===== config.mk =====
export PLATFORM = sky130hd
export DESIGN_NAME = conv_out_serializer
export DESIGN_NICKNAME = d
export VERILOG_FILES = /design/src/rtl/conv_out_serializer.sv
export SDC_FILE = /design/constraint.sdc
export NUM_CORES = 1
export LEC_CHECK = 0
export ABC_AREA = 1
export CELL_PAD_IN_SITES_DETAIL_PLACEMENT = 1
export CELL_PAD_IN_SITES_GLOBAL_PLACEMENT = 1
export CORE_MARGIN = 1.5
export CORE_UTILIZATION = 40
export CTS_BUF_LIST = sky130_fd_sc_hd__clkbuf_16
export DETAILED_ROUTE_END_ITERATION = 6
export PLACE_DENSITY_LB_ADDON = 0.1
export SLEW_MARGIN = 5
export SYNTH_ARGS = -nofsm -noshare
export SYNTH_HDL_FRONTEND = slang
export SYNTH_SLANG_ARGS = --single-unit

===== constraint.sdc =====
create_clock -name clk -period 16.6 [get_ports clk]
set_input_delay 2.49 -clock clk [delete_from_list [all_inputs] [get_ports clk]]
set_output_delay 2.49 -clock clk [all_outputs]
set_load 0.02 [all_outputs]

===== src/rtl/conv_out_serializer.sv =====
// Buffers wide convolution result vectors in a small FIFO and re-emits each one
// as a sequence of narrow LANE_NUM-channel beats over a valid/ready handshake.
module conv_out_serializer #(
    parameter int unsigned CONV_OUT_NUM = 18,
    parameter int unsigned DATA_WIDTH   = 8,
    parameter int unsigned LANE_NUM     = 2,
    parameter int unsigned FIFO_DEPTH   = 4,
    parameter int unsigned BEAT_NUM     = CONV_OUT_NUM / LANE_NUM
) (
    input  logic                                 clk,
    input  logic                                 rst,
    input  logic [CONV_OUT_NUM*DATA_WIDTH-1:0]   Conv_data_in,
    input  logic                                 Conv_data_valid_in,
    output logic [LANE_NUM*DATA_WIDTH-1:0]       ser_data_out,
    output logic                                 ser_valid_out,
    input  logic                                 ser_ready_in,
    output logic                                 ser_last_out,
    output logic [$clog2(CONV_OUT_NUM)-1:0]      ser_ch_idx_out,
    output logic [$clog2(FIFO_DEPTH):0]          fifo_level_out,
    output logic                                 almost_full_out,
    output logic                                 overflow_out
);

    localparam int unsigned VecW  = CONV_OUT_NUM * DATA_WIDTH;
    localparam int unsigned BeatW = LANE_NUM * DATA_WIDTH;
    localparam int unsigned PtrW  = $clog2(FIFO_DEPTH);
    localparam int unsigned LvlW  = PtrW + 1;
    localparam int unsigned CntW  = (BEAT_NUM > 1) ? $clog2(BEAT_NUM) : 1;
    localparam int unsigned IdxW  = $clog2(CONV_OUT_NUM);

    localparam logic [LvlW-1:0] DepthLvl  = LvlW'(FIFO_DEPTH);
    localparam logic [LvlW-1:0] AfThresh  = LvlW'(FIFO_DEPTH - 1);
    localparam logic [CntW-1:0] LastBeat  = CntW'(BEAT_NUM - 1);
    localparam logic [IdxW-1:0] LaneStep  = IdxW'(LANE_NUM);

    logic [VecW-1:0] mem_q [FIFO_DEPTH];

    logic [PtrW-1:0] wr_ptr_q, wr_ptr_d;
    logic [PtrW-1:0] rd_ptr_q, rd_ptr_d;
    logic [LvlW-1:0] level_q, level_d;
    logic [CntW-1:0] beat_q, beat_d;
    logic            overflow_q, overflow_d;

    logic            valid;
    logic            last;
    logic            hs;
    logic            pop;
    logic            push;

    // Head entry viewed as an array of beats; lane 0 of beat 0 sits in the LSBs.
    logic [BEAT_NUM-1:0][BeatW-1:0] head_beats;

    assign head_beats = mem_q[rd_ptr_q];
    assign valid      = (level_q != '0);
    assign last       = valid & (beat_q == LastBeat);

    assign ser_data_out    = head_beats[beat_q];
    assign ser_valid_out   = valid;
    assign ser_last_out    = last;
    assign ser_ch_idx_out  = IdxW'(beat_q) * LaneStep;
    assign fifo_level_out  = level_q;
    assign almost_full_out = (level_q >= AfThresh);
    assign overflow_out    = overflow_q;

    always_comb begin
        hs   = valid & ser_ready_in;
        pop  = hs & last;
        // A full FIFO still accepts a vector in the cycle its head is popped.
        push = Conv_data_valid_in & ((level_q < DepthLvl) | pop);

        wr_ptr_d   = wr_ptr_q;
        rd_ptr_d   = rd_ptr_q;
        level_d    = level_q;
        beat_d     = beat_q;
        overflow_d = overflow_q;

        if (push) begin
            wr_ptr_d = wr_ptr_q + PtrW'(1);
        end
        if (pop) begin
            rd_ptr_d = rd_ptr_q + PtrW'(1);
        end

        unique case ({push, pop})
            2'b10:   level_d = level_q + LvlW'(1);
            2'b01:   level_d = level_q - LvlW'(1);
            default: level_d = level_q;
        endcase

        if (hs) begin
            beat_d = last ? '0 : beat_q + CntW'(1);
        end

        if (Conv_data_valid_in && !push) begin
            overflow_d = 1'b1;
        end
    end

    always_ff @(posedge clk) begin
        if (rst) begin
            wr_ptr_q   <= '0;
            rd_ptr_q   <= '0;
            level_q    <= '0;
            beat_q     <= '0;
            overflow_q <= 1'b0;
        end else begin
            wr_ptr_q   <= wr_ptr_d;
            rd_ptr_q   <= rd_ptr_d;
            level_q    <= level_d;
            beat_q     <= beat_d;
            overflow_q <= overflow_d;
        end
    end

    // Storage is not reset; only the pointers and level define its contents.
    always_ff @(posedge clk) begin
        if (push && !rst) begin
            mem_q[wr_ptr_q] <= Conv_data_in;
        end
    end

`ifndef SYNTHESIS
    a_level_bound : assert property (@(posedge clk) disable iff (rst)
        level_q <= DepthLvl);

    a_hold_stable : assert property (@(posedge clk) disable iff (rst)
        (valid && !ser_ready_in) |=>
            (valid && $stable(ser_data_out) && $stable(ser_last_out)
             && $stable(ser_ch_idx_out)));
`endif

endmodule


# Word-level counts from Yosys, hierarchy flattened
# Memories as Yosys holds them, arrays and structs flattened. A register that Yosys moved wholly into a read port is not among the register bits.
# Cells that the tools add are included.
# totals
reg_bits	12
latchBits	0
mem_bits_rw	576
romBits	0
input_bits	148
out_inout_bits	28
word_cells	36
mem_count	1
# mem_list
memory	words	width	read_ports	rd_clocked_by_memory_dff	wr	line_no	source
mem_q	4	144	1	1	1	36	logic [VecW-1:0] mem_q [FIFO_DEPTH];
# classes
addsub	5
multipliers	0
n_div	0
magnitude_cmp	3
n_eq_ne	3
n_shift	0
mux	8
bitwise	5
reduce_logical	6
# ops
operator	count
binary-select mux 16 bit (select 4 bit)	1
2-to-1 mux 16 bit	1
one-hot mux 3 bit (2 select lines)	1
less-than comparator 4 x 5 -> 1 bit (second input constant)	1
adder 2 x 1 -> 2 bit (second input constant)	2
adder 4 x 1 -> 4 bit (second input constant)	1
bitwise AND 1 bit	4
equality test 4 bit (second input constant)	1
2-to-1 mux 2 bit	2
2-to-1 mux 4 bit	1
adder 3 x 1 -> 3 bit (second input constant)	1
greater-or-equal comparator 3 x 2 -> 1 bit (second input constant)	1
less-than comparator 3 bit (second input constant)	1
nonzero test 3 bit	1
subtractor 3 x 1 -> 3 bit (second input constant)	1
equality test 2 x 1 -> 1 bit (second input constant)	1
equality test 2 bit (second input constant)	1
logical AND 1 bit	2
zero test 1 bit	2
2-to-1 mux 1 bit	2
nonzero test 2 bit	1
OR 1 bit	1

# Logic depth before layout (Yosys ltp)
# depth
depth_word	8
ltp_mapped	14
mapped_depth_nobuf	12

# Least setup slack after synthesis
# Ideal clock, no wire load.
# synth_timing
path_type	in2reg
from	input ser_ready_in
to	memory mem_q[0][0] in the netlist's numbering (enable)
setup_time_ps	649
arrival_time_ps	9148
path_slack_ps	6803
stages	5
path_cell_list	nand2_1 -> nor2_4 -> o21ai_2 -> or2_1 -> nor2_1
# synth_via
elab_chain_len	7
# synth_rtl
item	line_no	source
start, declared	16	input logic ser_ready_in,
bitwise AND 1 bit	66	hs = valid & ser_ready_in;
bitwise AND 1 bit	67	pop = hs & last;
named net pop	47	logic pop;
OR 1 bit	69	push = Conv_data_valid_in & ((level_q < DepthLvl) | pop);
bitwise AND 1 bit	69	
logical AND 1 bit	117	if (push && !rst) begin
2-to-1 mux 1 bit	117	
2-to-1 mux 1 bit (implied by the code)	118	mem_q[wr_ptr_q] <= Conv_data_in;
end, declared	36	
# The timed path passes the listed nets, and every way through them passes these cells.

==> flow_metrics.py <==
metrics = {
    "floorplanning": {
        "core_sq_um": 60600,
        "die_y_microns": 251,
        "die_width_microns": 251,
        "ios": 176,
        "die_area_sq_um": 63000,
        "rows": 90,
        "start_util_pct": 40.6,
    },
    "synth": {
        "syn-cell-area_sq_um": 24600,
        "synth_cell_type_count": 31,
        "synthCells": 2229,
        "synthTopCellsByCount": "nand2_1 (664), edfxtp_1 (576), inv_1 (245)",
        "synthFlopType": "edfxtp_1",
        "synth_area_leader_cell": "edfxtp_1",
        "synth_most_common_cell": "nand2_1",
        "async_reset_ff_share_pct": 0,
        "ys_seq_area_share_pct": 71.5,
        "synth_area_per_cell_sq_um": 11.0,
        "yosysWarnings": 0,
        "synth_seq_cells": 590,
        "yosysTopAreaCellShare_pct": 70.3,
        "ys_top_cells_by_area": "edfxtp_1 (70%), nand2_1 (10%), nand3_1 (4.1%)",
        "synth-edff-count": 576,
        "syn-num-nets": 2385,
    },
    "global_route": {
        "antenna_found_initial": 0,
        "grt_pass1_vias": 17100,
        "grt-ovfl-total": 0,
        "grt_pass1_wl_microns": 106000,
        "grt_use_total_pct": 22.6,
        "grt_max_degree": 189,
    },
    "sta": {
        "relSlewSlack_pct": 25.8,
        "drv_slew": 0,
        "rsz0062_at_grt": "false",
        "finalCritPeriodShare_pct": 45.1,
        "finalClockSkew_ps": 20.2,
        "finalWorstPathRequiredPeriod_ps": 7490,
        "tightest_slew_ps": 1110,
        "finalHoldViolCount": 0,
        "fmax_mhz": 133,
        "setup_viol": 0,
        "holdWs_ps": 481,
        "setup_tns_ps": 0,
    },
    "placement": {
        "gp_congestion": 0.738,
        "dp_hpwl_microns": 40800,
        "port_buffers": 174,
        "placed_area_sq_um": 26900,
    },
    "clock_network": {
        "htree_levels": 3,
        "cts_resized": 0,
        "cts_inserted_buffers": 66,
        "cts_hold_buf": 0,
        "clkTransAtPathRegs_ps": 60,
        "clkSinkCount": 590,
        "post_cts_buffers": 0,
        "cts_tree": "yes",
        "worstSkewPairLatency_ps": 600,
        "clockRootBuffer": "clkbuf_16",
        "cts_buffer_depth": 3,
    },
    "layout": {
        "ff_latch_area_sq_um": 17600,
        "finalNetCount": 2530,
        "diodes": 0,
        "multi_input_comb_area_sq_um": 5480,
        "area_growth_pct": 18.0,
        "design_area_sq_um": 29000,
        "fillers": 6470,
        "drive_above_1_share_pct": 5.07,
    },
    "drt": {
        "vias": 16400,
        "dr.pass1.iters": 5,
        "drc": 0,
        "drt_wl_total_microns": 70200,
        "antenna_left": 0,
        "drtIter0Drc": 982,
        "vias_per_cell": 5.11,
        "wl_per_cell_microns": 21.9,
    },
    "worst_setup_path": {
        "arrival_ps": 5000,
        "cp_slowest_cell": "buf_4",
        "crit_path_end_kind": "output pin",
        "cp_cell_sequence": "buf_4 -> buf_4 -> nand2_1 -> nand2_1 -> nand2_1 -> a21oi_1 -> nor2_1 -> nand2_1 -> nand3_1 -> nand2_1 -> clkdlybuf4s50_1",
        "worstPathMaxFanout": 80,
        "slowest_delay_ps": 860,
        "worst_ep_required_time_ps": 14110,
        "crit_path_start_kind": "flop",
        "criticalPathCategory": "flop to output pin",
        "critical_path.most_common_cell": "nand2_1",
    },
    "outcome": {
        "outcome": "finished, final reports clean",
    },
    "pwr": {
        "leakage_nw": 11.3,
        "powerDensity_nw_per_um2": 114,
        "max-vdd-ir-drop_mv": 0.0739,
    },
    "job": {
        "maxCapViolCount": 0,
    },
    "hold_path": {
        "min_path_type": "flop to flop",
    },
}
-- worst max-delay path, delay by kind of cell, from the launching register on --
| kind | cells | cell delay [ps] |
|---|---|---|
| compound gates | 1 | 280 |
| buf+inv | 3 | 2310 |
| flops | 1 | 810 |
| simple gates | 7 | 860 |
-- where the power goes --
part,switching (mW),internal [mW]
sequential,0.0102,1.68
clock,0.583,0.833
combinational,0.141,0.0744
total,0.733,2.59
-- cell usage in the layout, fill, tap and decap left out, drive strengths merged --
master,instances
nand2,664
edfxtp,576
inv,265
nand3,201
nor2,187
clkdlybuf4s50,174
o21ai,106
a21oi,86
clkbuf,73
clkinv,28
o22ai,16
buf,16
dfxtp,14
ha,7
bufinv,3
nor3,1
or2,1
a21boi,1
o21a,1
nor4,1
o31ai,1
nor3b,1
fa,1
conb,1
clkinvlp,1
-- flip-flops by register name, summed over array words and instances, names as in the netlist, named ones only --
signal,flops
wr_ptr_q,2
beat_q,4
rd_ptr_q,2
fifo_level_out,3
mem_q,576
overflow_out,1
-- layer usage --
| layer | track usage [%] | up-vias | wire [microns] |
|---|---|---|---|
| met2 | 37.6 | 349 | 33900 |
| met5 | 0 | - | 0 |
| met3 | 3.13 | 83 | 2730 |
| met4 | 7.81 | 0 | 1930 |
| li1 | - | 7712 | - |
| met1 | 30.4 | 8264 | 31600 |
-- per-stage QoR --
stage               setup WS (ps)  std cells  util [%]  power (mW)
floorplan                    6800       2229         -        1.81
global placement             9660       3088      44.4        1.93
detailed placement           9660       3088      44.4        1.94
CTS                          9000       3208      47.9        3.35
global route                 8790       3208      47.9        3.42
finish                       9110       3208      47.9        3.32
-- cell type report --
type	instances	share of cell area [%]
clock inverters	47	0.962
inverters	250	3.29
flip-flops and latches	590	60.6
well taps	782	3.37
repair buffers	190	6.59
clock buffers	73	6.30
multi-input cells	1276	18.9
-- worst paths after layout --
path	from	cells after the start	slack, ps	endpoint
hold / removal	overflow_out$_SDFFE_PP0P_	2	480	overflow_out$_SDFFE_PP0P_
hold reg to reg	overflow_out$_SDFFE_PP0P_	2	480	overflow_out$_SDFFE_PP0P_
setup reg to reg	beat_q[2]$_SDFFE_PP0P_	7	12590	mem_q[3][1]$_DFFE_PP_
setup / recovery	flop	11	9110	ser_data_out[8]
-- logic make-up (layout without fill, tap and decap cells) --
group / after synthesis / in the layout / share of synthesized area, %
AO/OA/AOI/OAI: 211 / 211 / 4.42
adder cells (fa/ha/maj): 8 / 8 / 0.438
buffers and inverters: 363 / 560 / 6.34
flip-flops: 590 / 590 / 71.5
other: 1 / 1 / 0.0152
AND/OR/NAND/NOR: 1056 / 1056 / 17.3
Power figures use the tool's default switching activity.
